$ cat src/rtl/can_bit_timing.sv
// CAN bit-timing controller: divides the clock into time quanta, tracks SYNC/SEG1/SEG2,
// hard- or re-synchronises on recessive->dominant edges and issues the sample point.
module can_bit_timing #(
    parameter int BRP   = 2,
    parameter int TSEG1 = 5,
    parameter int TSEG2 = 2,
    parameter int SJW   = 1
) (
    input  logic       clock,
    input  logic       reset,
    input  logic       RX,
    input  logic       HS_EN,
    output logic       SP,
    output logic       RX_BIT,
    output logic       TQ,
    output logic       HSYNC,
    output logic       RSYNC,
    output logic [1:0] bit_state
);

    typedef enum logic [1:0] {
        ST_SYNC = 2'd0,
        ST_SEG1 = 2'd1,
        ST_SEG2 = 2'd2
    } state_t;

    localparam logic [7:0] BRP_LAST  = 8'(BRP - 1);
    localparam logic [4:0] TSEG1_LEN = 5'(TSEG1);
    localparam logic [4:0] TSEG2_LEN = 5'(TSEG2);
    localparam logic [4:0] SJW_LEN   = 5'(SJW);
    // The edge clock is the first clock of the new SYNC quantum, so a restart skips
    // prescaler value 0; with one-clock quanta that clock is the whole SYNC segment.
    localparam state_t     RESTART_STATE = (BRP == 1) ? ST_SEG1 : ST_SYNC;
    localparam logic [7:0] RESTART_PRESC = (BRP == 1) ? 8'd0 : 8'd1;

    state_t     state;
    logic [7:0] prescaler;
    logic [4:0] seg_cnt;
    logic [4:0] seg1_len;
    logic [4:0] seg2_len;
    logic       sync_ok;
    logic       r1, r2, r3;

    logic       tick;
    logic       sync_edge;
    logic       hard_sync;
    logic       late_adj;
    logic       early_restart;
    logic       early_shrink;
    logic [4:0] late_err;
    logic [4:0] late_step;
    logic [4:0] early_rem;
    logic [4:0] seg1_eff;
    logic [4:0] seg2_eff;

    always_comb begin
        tick          = (prescaler == BRP_LAST);
        sync_edge     = r3 & ~r2 & sync_ok;
        hard_sync     = sync_edge & HS_EN;
        late_err      = seg_cnt + 5'd1;
        late_step     = (late_err < SJW_LEN) ? late_err : SJW_LEN;
        early_rem     = seg2_len - seg_cnt;
        late_adj      = sync_edge & ~HS_EN & (state == ST_SEG1);
        early_restart = sync_edge & ~HS_EN & (state == ST_SEG2) & (early_rem <= SJW_LEN);
        early_shrink  = sync_edge & ~HS_EN & (state == ST_SEG2) & (early_rem > SJW_LEN);
        // Segment lengths as adjusted by this clock's edge, used by this clock's compare.
        seg1_eff      = late_adj ? (seg1_len + late_step) : seg1_len;
        seg2_eff      = early_shrink ? (seg2_len - SJW_LEN) : seg2_len;
    end

    always_ff @(posedge clock) begin
        if (reset) begin
            state     <= ST_SYNC;
            prescaler <= '0;
            seg_cnt   <= '0;
            seg1_len  <= TSEG1_LEN;
            seg2_len  <= TSEG2_LEN;
            sync_ok   <= 1'b1;
            r1        <= 1'b1;
            r2        <= 1'b1;
            r3        <= 1'b1;
            SP        <= 1'b0;
            RX_BIT    <= 1'b1;
            TQ        <= 1'b0;
            HSYNC     <= 1'b0;
            RSYNC     <= 1'b0;
        end else begin
            r1        <= RX;
            r2        <= r1;
            r3        <= r2;
            SP        <= 1'b0;
            HSYNC     <= 1'b0;
            RSYNC     <= 1'b0;
            TQ        <= tick;
            prescaler <= tick ? 8'd0 : prescaler + 8'd1;

            if (hard_sync || early_restart) begin
                state     <= RESTART_STATE;
                prescaler <= RESTART_PRESC;
                seg_cnt   <= '0;
                seg1_len  <= TSEG1_LEN;
                seg2_len  <= TSEG2_LEN;
                sync_ok   <= 1'b0;
                HSYNC     <= hard_sync;
                RSYNC     <= early_restart;
            end else begin
                case (state)
                    ST_SYNC: begin
                        if (tick) begin
                            state   <= ST_SEG1;
                            seg_cnt <= '0;
                        end
                    end
                    ST_SEG1: begin
                        seg1_len <= seg1_eff;
                        if (late_adj) begin
                            RSYNC   <= 1'b1;
                            sync_ok <= 1'b0;
                        end
                        if (tick) begin
                            if (seg_cnt == seg1_eff - 5'd1) begin
                                SP      <= 1'b1;
                                RX_BIT  <= r2;
                                sync_ok <= 1'b1;
                                state   <= ST_SEG2;
                                seg_cnt <= '0;
                            end else begin
                                seg_cnt <= seg_cnt + 5'd1;
                            end
                        end
                    end
                    ST_SEG2: begin
                        seg2_len <= seg2_eff;
                        if (early_shrink) begin
                            RSYNC   <= 1'b1;
                            sync_ok <= 1'b0;
                        end
                        if (tick) begin
                            if (seg_cnt == seg2_eff - 5'd1) begin
                                state    <= ST_SYNC;
                                seg_cnt  <= '0;
                                seg1_len <= TSEG1_LEN;
                                seg2_len <= TSEG2_LEN;
                            end else begin
                                seg_cnt <= seg_cnt + 5'd1;
                            end
                        end
                    end
                    default: state <= ST_SYNC;
                endcase
            end
        end
    end

    assign bit_state = state;

endmodule

$ cat config.mk
export PLATFORM = sky130hd
export DESIGN_NAME = can_bit_timing
export DESIGN_NICKNAME = d
export VERILOG_FILES = /design/src/rtl/can_bit_timing.sv
export SDC_FILE = /design/constraint.sdc
export NUM_CORES = 1
export LEC_CHECK = 0
export CAP_MARGIN = 20
export CORE_MARGIN = 10
export CORE_UTILIZATION = 30
export CTS_CLUSTER_DIAMETER = 100
export CTS_CLUSTER_SIZE = 40
export DETAILED_ROUTE_END_ITERATION = 8
export GPL_TIMING_DRIVEN = 0
export PLACE_DENSITY_LB_ADDON = 0.1
export SKIP_LAST_GASP = 1
export SLEW_MARGIN = 5
export SYNTH_ARGS = -nofsm -noshare
export SYNTH_HDL_FRONTEND = slang
export SYNTH_SLANG_ARGS = --single-unit
$ cat constraint.sdc
create_clock -name clock -period 10.3 [get_ports clock]
set_input_delay 1.03 -clock clock [delete_from_list [all_inputs] [get_ports clock]]
set_output_delay 1.03 -clock clock [all_outputs]
set_load 0.01 [all_outputs]
==> results.md <==
Die:
- The number of placement rows is 32.
- The number of top-level design ports is 11.
- The floorplan step defined a die boundary enclosing 12100 µm².
- The area of the core region is 7810 µm².
- The y dimension of the die is 110 µm.
- The die is 110 µm wide.
- The initial core utilization is 31.3%.

Detailed routing:
- The wire length per cell after detailed routing is 14.5 µm.
- Wires add up to 5.98 mm.
- After the first detailed-routing iteration, the DRC count stood at 69.
- For this run, design rule violations remaining after detail routing come to 0.
- Using the TritonRoute via totals, the vias-per-cell ratio works out to 5.10.
- The final route contains 2095 vias.
- The detailed-router iteration count before antenna repair is 4.
- The count of nets left with antenna violations once routing finished came out at 0.

Run:
- Across the run, the number of max-cap violations was 0.

Setup path:
- The signal on the critical path passes through clkdlybuf4s50_1 -> nand4bb_1 -> nor2_1 -> and2_0 -> buf_2 -> xnor2_1 -> ha_1 -> o311ai_0 -> a31oi_1 -> a21boi_0 -> o311a_2 -> o211ai_2 -> o21ai_2 -> o32ai_1.
- For this run, the slowest stage of the critical path takes 0.58 ns.
- The library cell contributing the largest single delay on the critical path is sky130_fd_sc_hd__nor2_1.
- The arrival time reported for the critical path endpoint is 4.73 ns.
- The worst setup path is of the primary input to flip-flop kind.
- The worst setup path is launched from a primary input.
- The kind of capture point of the worst setup path is a flip-flop.
- The required time of the worst setup path is 10.45 ns.
- The maximum fanout count along the critical path is 9.

Clock tree:
- The number of hold buffers added after cts is 0.
- The longest clock path from root to sink contains 2 buffers.
- The clock-pin slew on the worst setup and hold paths is 0.08 ns.
- The count of buffers added by post-CTS timing repair for setup is 0.
- Clock tree synthesis selected as its root buffer the cell sky130_fd_sc_hd__clkbuf_8.
- The clock insertion delay at the later pin of the skew report is 0.29 ns.
- The number of H-tree branching levels is 2.
- Buffers inserted during clock tree synthesis total 5.
- The post-CTS resize count is 0.
- The sink count of the clock tree is 34.
- The clock tree from TritonCTS is built.

Power:
- The internal power component is 0.246 mW.
- Combinational logic is responsible for 37.6% of the overall power.
- Net switching is 38.7% of the power.
- Sequential cells burn 37.2% of the power.
- The worst voltage drop across the vdd grid is 0.0747 mV.
- The analysis attributes to cell leakage a power of 1.04 nW.
- Dividing total power by cell area gives a power density of 145 nW/µm².
- The clock network burns 25.2% of the power.
- For this design the total switching power over the nets is 0.155 mW.
- The total power consumption of the routed design is 0.401 mW.

Hold path:
- The path class of the lowest-slack min-delay path is flip-flop to flip-flop.

Synthesis:
- Of the synthesized area, sequential elements account for 27.9%.
- The synthesized netlist occupies a cell area of 2440 µm².
- The synthesized netlist devotes 10.7% of its cell area to XOR and XNOR gates.
- After synthesis, the share of flip-flops with an asynchronous set or reset is 0%.
- The number of flops mapped to enable cells by yosys is 0.
- Summing the areas of all and, or, nand and nor instances in the mapped netlist gives 26.1% of the synthesized area.
- Summing the areas of all compound-gate instances in the mapped netlist gives 19.3% of the synthesized area.
- The share of synthesized area spent on multiplexers is 1.69%.
- The number of warning messages in the yosys log is 0.
- The adder and majority cell fraction of the synthesized area is 10.4%.
- The cell count after synthesis came out at 288.
- The average instance in the mapped netlist occupies 8.47 µm².
- In the synthesized netlist the dominant register cell turns out to be sky130_fd_sc_hd__dfxtp_1.
- The number of synthesized register bits is 34.
- The combinational family with the most area after synthesis is simple AND/OR/NAND/NOR gates.
- The number of distinct library cell variants in the gate-level netlist after synthesis is 62.

Global routing:
- The first global-routing pass estimated 10.4 mm of wire.
- The maximum number of pins on one net before global-route repair is 13.
- In the global route stage, overall resource usage came out at 10.7%.
- Summed over all layers, the global routing overflow is 0.
- The number of antenna violations at the first check in global routing came to 0.
- The via count of the first global-routing pass was 2050.

Final layout:
- The signed area change from the synthesized netlist to the final layout is 13.5%.
- The register cell area after layout is 681 µm².
- The post-route cell area is 2770 µm².
- Cells with a size suffix above 1 make up 9.39% of the layout.
- In the final design database the tool counted 331 nets.
- The repair_antennas step left the layout with diodes totalling 0.
- The layout has 846 filler cells.
- The area taken by multi-input logic gates is 1680 µm².
- Leaving out fill and tap cells, the most frequent cell in the layout is sky130_fd_sc_hd__dfxtp_1.
- In the layout the commonest cells are sky130_fd_sc_hd__dfxtp_1, sky130_fd_sc_hd__nor2_1, sky130_fd_sc_hd__a21oi_1, sky130_fd_sc_hd__nand2_1, sky130_fd_sc_hd__ha_1.

Placed design:
- The total half-perimeter wirelength after legalization and detailed placement is 4.52 mm.
- The final weighted congestion of routability-driven global placement is 0.741.
- The total placed instance area is 2680 µm².
- Port buffering added 10 buffers.

Timing:
- Setup repair after global routing left no endpoint under its margin.
- The peak clock frequency supported by timing is 218 MHz.
- Setup violations remaining at the end of the flow were counted as 0.
- The relative slew slack is 58.5%.
- The clock skew after layout is 0.00865 ns.
- At the pin with the least slew margin, the transition time is 0.620 ns.
- The final critical path takes up 44.5% of the cycle.
- The hold violation count in the final report is 0.
- The max-slew violation count came to 0.
- The total negative slack for setup checks is 0 ns.
- The minimum period implied by the final worst setup slack is 4.58 ns.

Run status:
- The flow ran to the end, and the final reports show no timing, DRC or antenna violations.
==> cells in the mapped netlist (4+ instances only) <==
cell type	instances	share of area [%]
sky130_fd_sc_hd__dfxtp_1	34	28
sky130_fd_sc_hd__nor2_1	33	5.1
sky130_fd_sc_hd__a21oi_1	19	3.9
sky130_fd_sc_hd__nand2_1	18	2.8
sky130_fd_sc_hd__ha_1	17	8.7
sky130_fd_sc_hd__inv_1	15	2.3
sky130_fd_sc_hd__nand3_1	13	2.7
sky130_fd_sc_hd__xnor2_1	11	3.9
sky130_fd_sc_hd__xor2_1	11	3.9
sky130_fd_sc_hd__nor3_1	9	1.8
sky130_fd_sc_hd__clkbuf_1	7	1.1
sky130_fd_sc_hd__o211ai_1	7	2.2
sky130_fd_sc_hd__o21ai_0	7	1.4
sky130_fd_sc_hd__or2_2	6	1.5
sky130_fd_sc_hd__and3_1	5	1.3
sky130_fd_sc_hd__or3_1	5	1.3
sky130_fd_sc_hd__and2_1	4	1.0
==> power by group through the flow <==
stage,logic (mW),registers (mW),clock network (mW)
final,0.151,0.149,0.101
after global routing,0.169,0.151,0.112
after global placement,0.151,0.152,0
after CTS,0.150,0.149,0.107
after detailed placement,0.150,0.152,0
after floorplan,0.108,0.152,0
==> cell families (layout without fill, tap and decap cells) <==
family | count (synthesis) | count (layout)
and+or+nand+nor | 118 | 118
AOI/OAI and AO/OA | 63 | 63
DFF | 34 | 34
xor gates and xnor gates | 25 | 25
buffers and inverters | 24 | 42
adders and majority gates | 19 | 19
muxes | 4 | 4
other | 1 | 4
==> through the flow <==
step	setup slack [ns]	std cells	utilization (%)	hold slack (ns)
2_1_floorplan	6.44	291	-	0.389
3_3_place_gp	5.30	403	34.3	0.393
3_5_place_dp	5.34	403	34.3	0.399
4_1_cts	5.63	411	35.5	0.419
5_1_grt	5.25	411	35.5	0.427
6_report	5.72	411	35.5	0.414
==> critical path: cells and delay by family <==
| family | cells | cell delay (ns) |
|---|---|---|
| fa+ha+maj | 1 | 0.24 |
| simple gates | 3 | 1.16 |
| buf+inv | 2 | 0.60 |
| xor+xnor | 1 | 0.16 |
| compound gates | 7 | 1.52 |
==> state kept, by name, indices dropped and copies added (netlist names) <==
register,count
HSYNC,1
RSYNC,1
RX_BIT,1
SP,1
TQ,1
bit_state,2
prescaler,8
r1,1
r2,1
r3,1
seg1_len,5
seg2_len,5
seg_cnt,5
sync_ok,1
==> layer usage <==
| metal | track usage [%] | wire (µm) | vias to the layer above |
|---|---|---|---|
| li1 | - | - | 1076 |
| met1 | 14.5 | 2900 | 973 |
| met2 | 16.2 | 2660 | 40 |
| met3 | 2.79 | 322 | 6 |
| met4 | 3.21 | 88 | 0 |
| met5 | 0 | 0 | - |
==> path summary, 6_finish.rpt <==
path,startpoint,end,slack (ns),cells past startpoint
max,HS_EN,seg1_len[1],5.72,14
min,r1,r2,0.41,1
max reg2reg,seg_cnt[0],seg1_len[1],5.77,17
min reg2reg,r1,r2,0.41,1
==> cell type report <==
type	count	area share, %
buffer	9	1.40
clock buffer	5	2.49
clock inverter	3	0.768
inverter	15	2.03
multi-input combinational	233	60.5
sequential	34	24.6
tap	102	4.61
timing repair buffer	10	3.61
No activity file was read; power rests on OpenSTA's default activity.
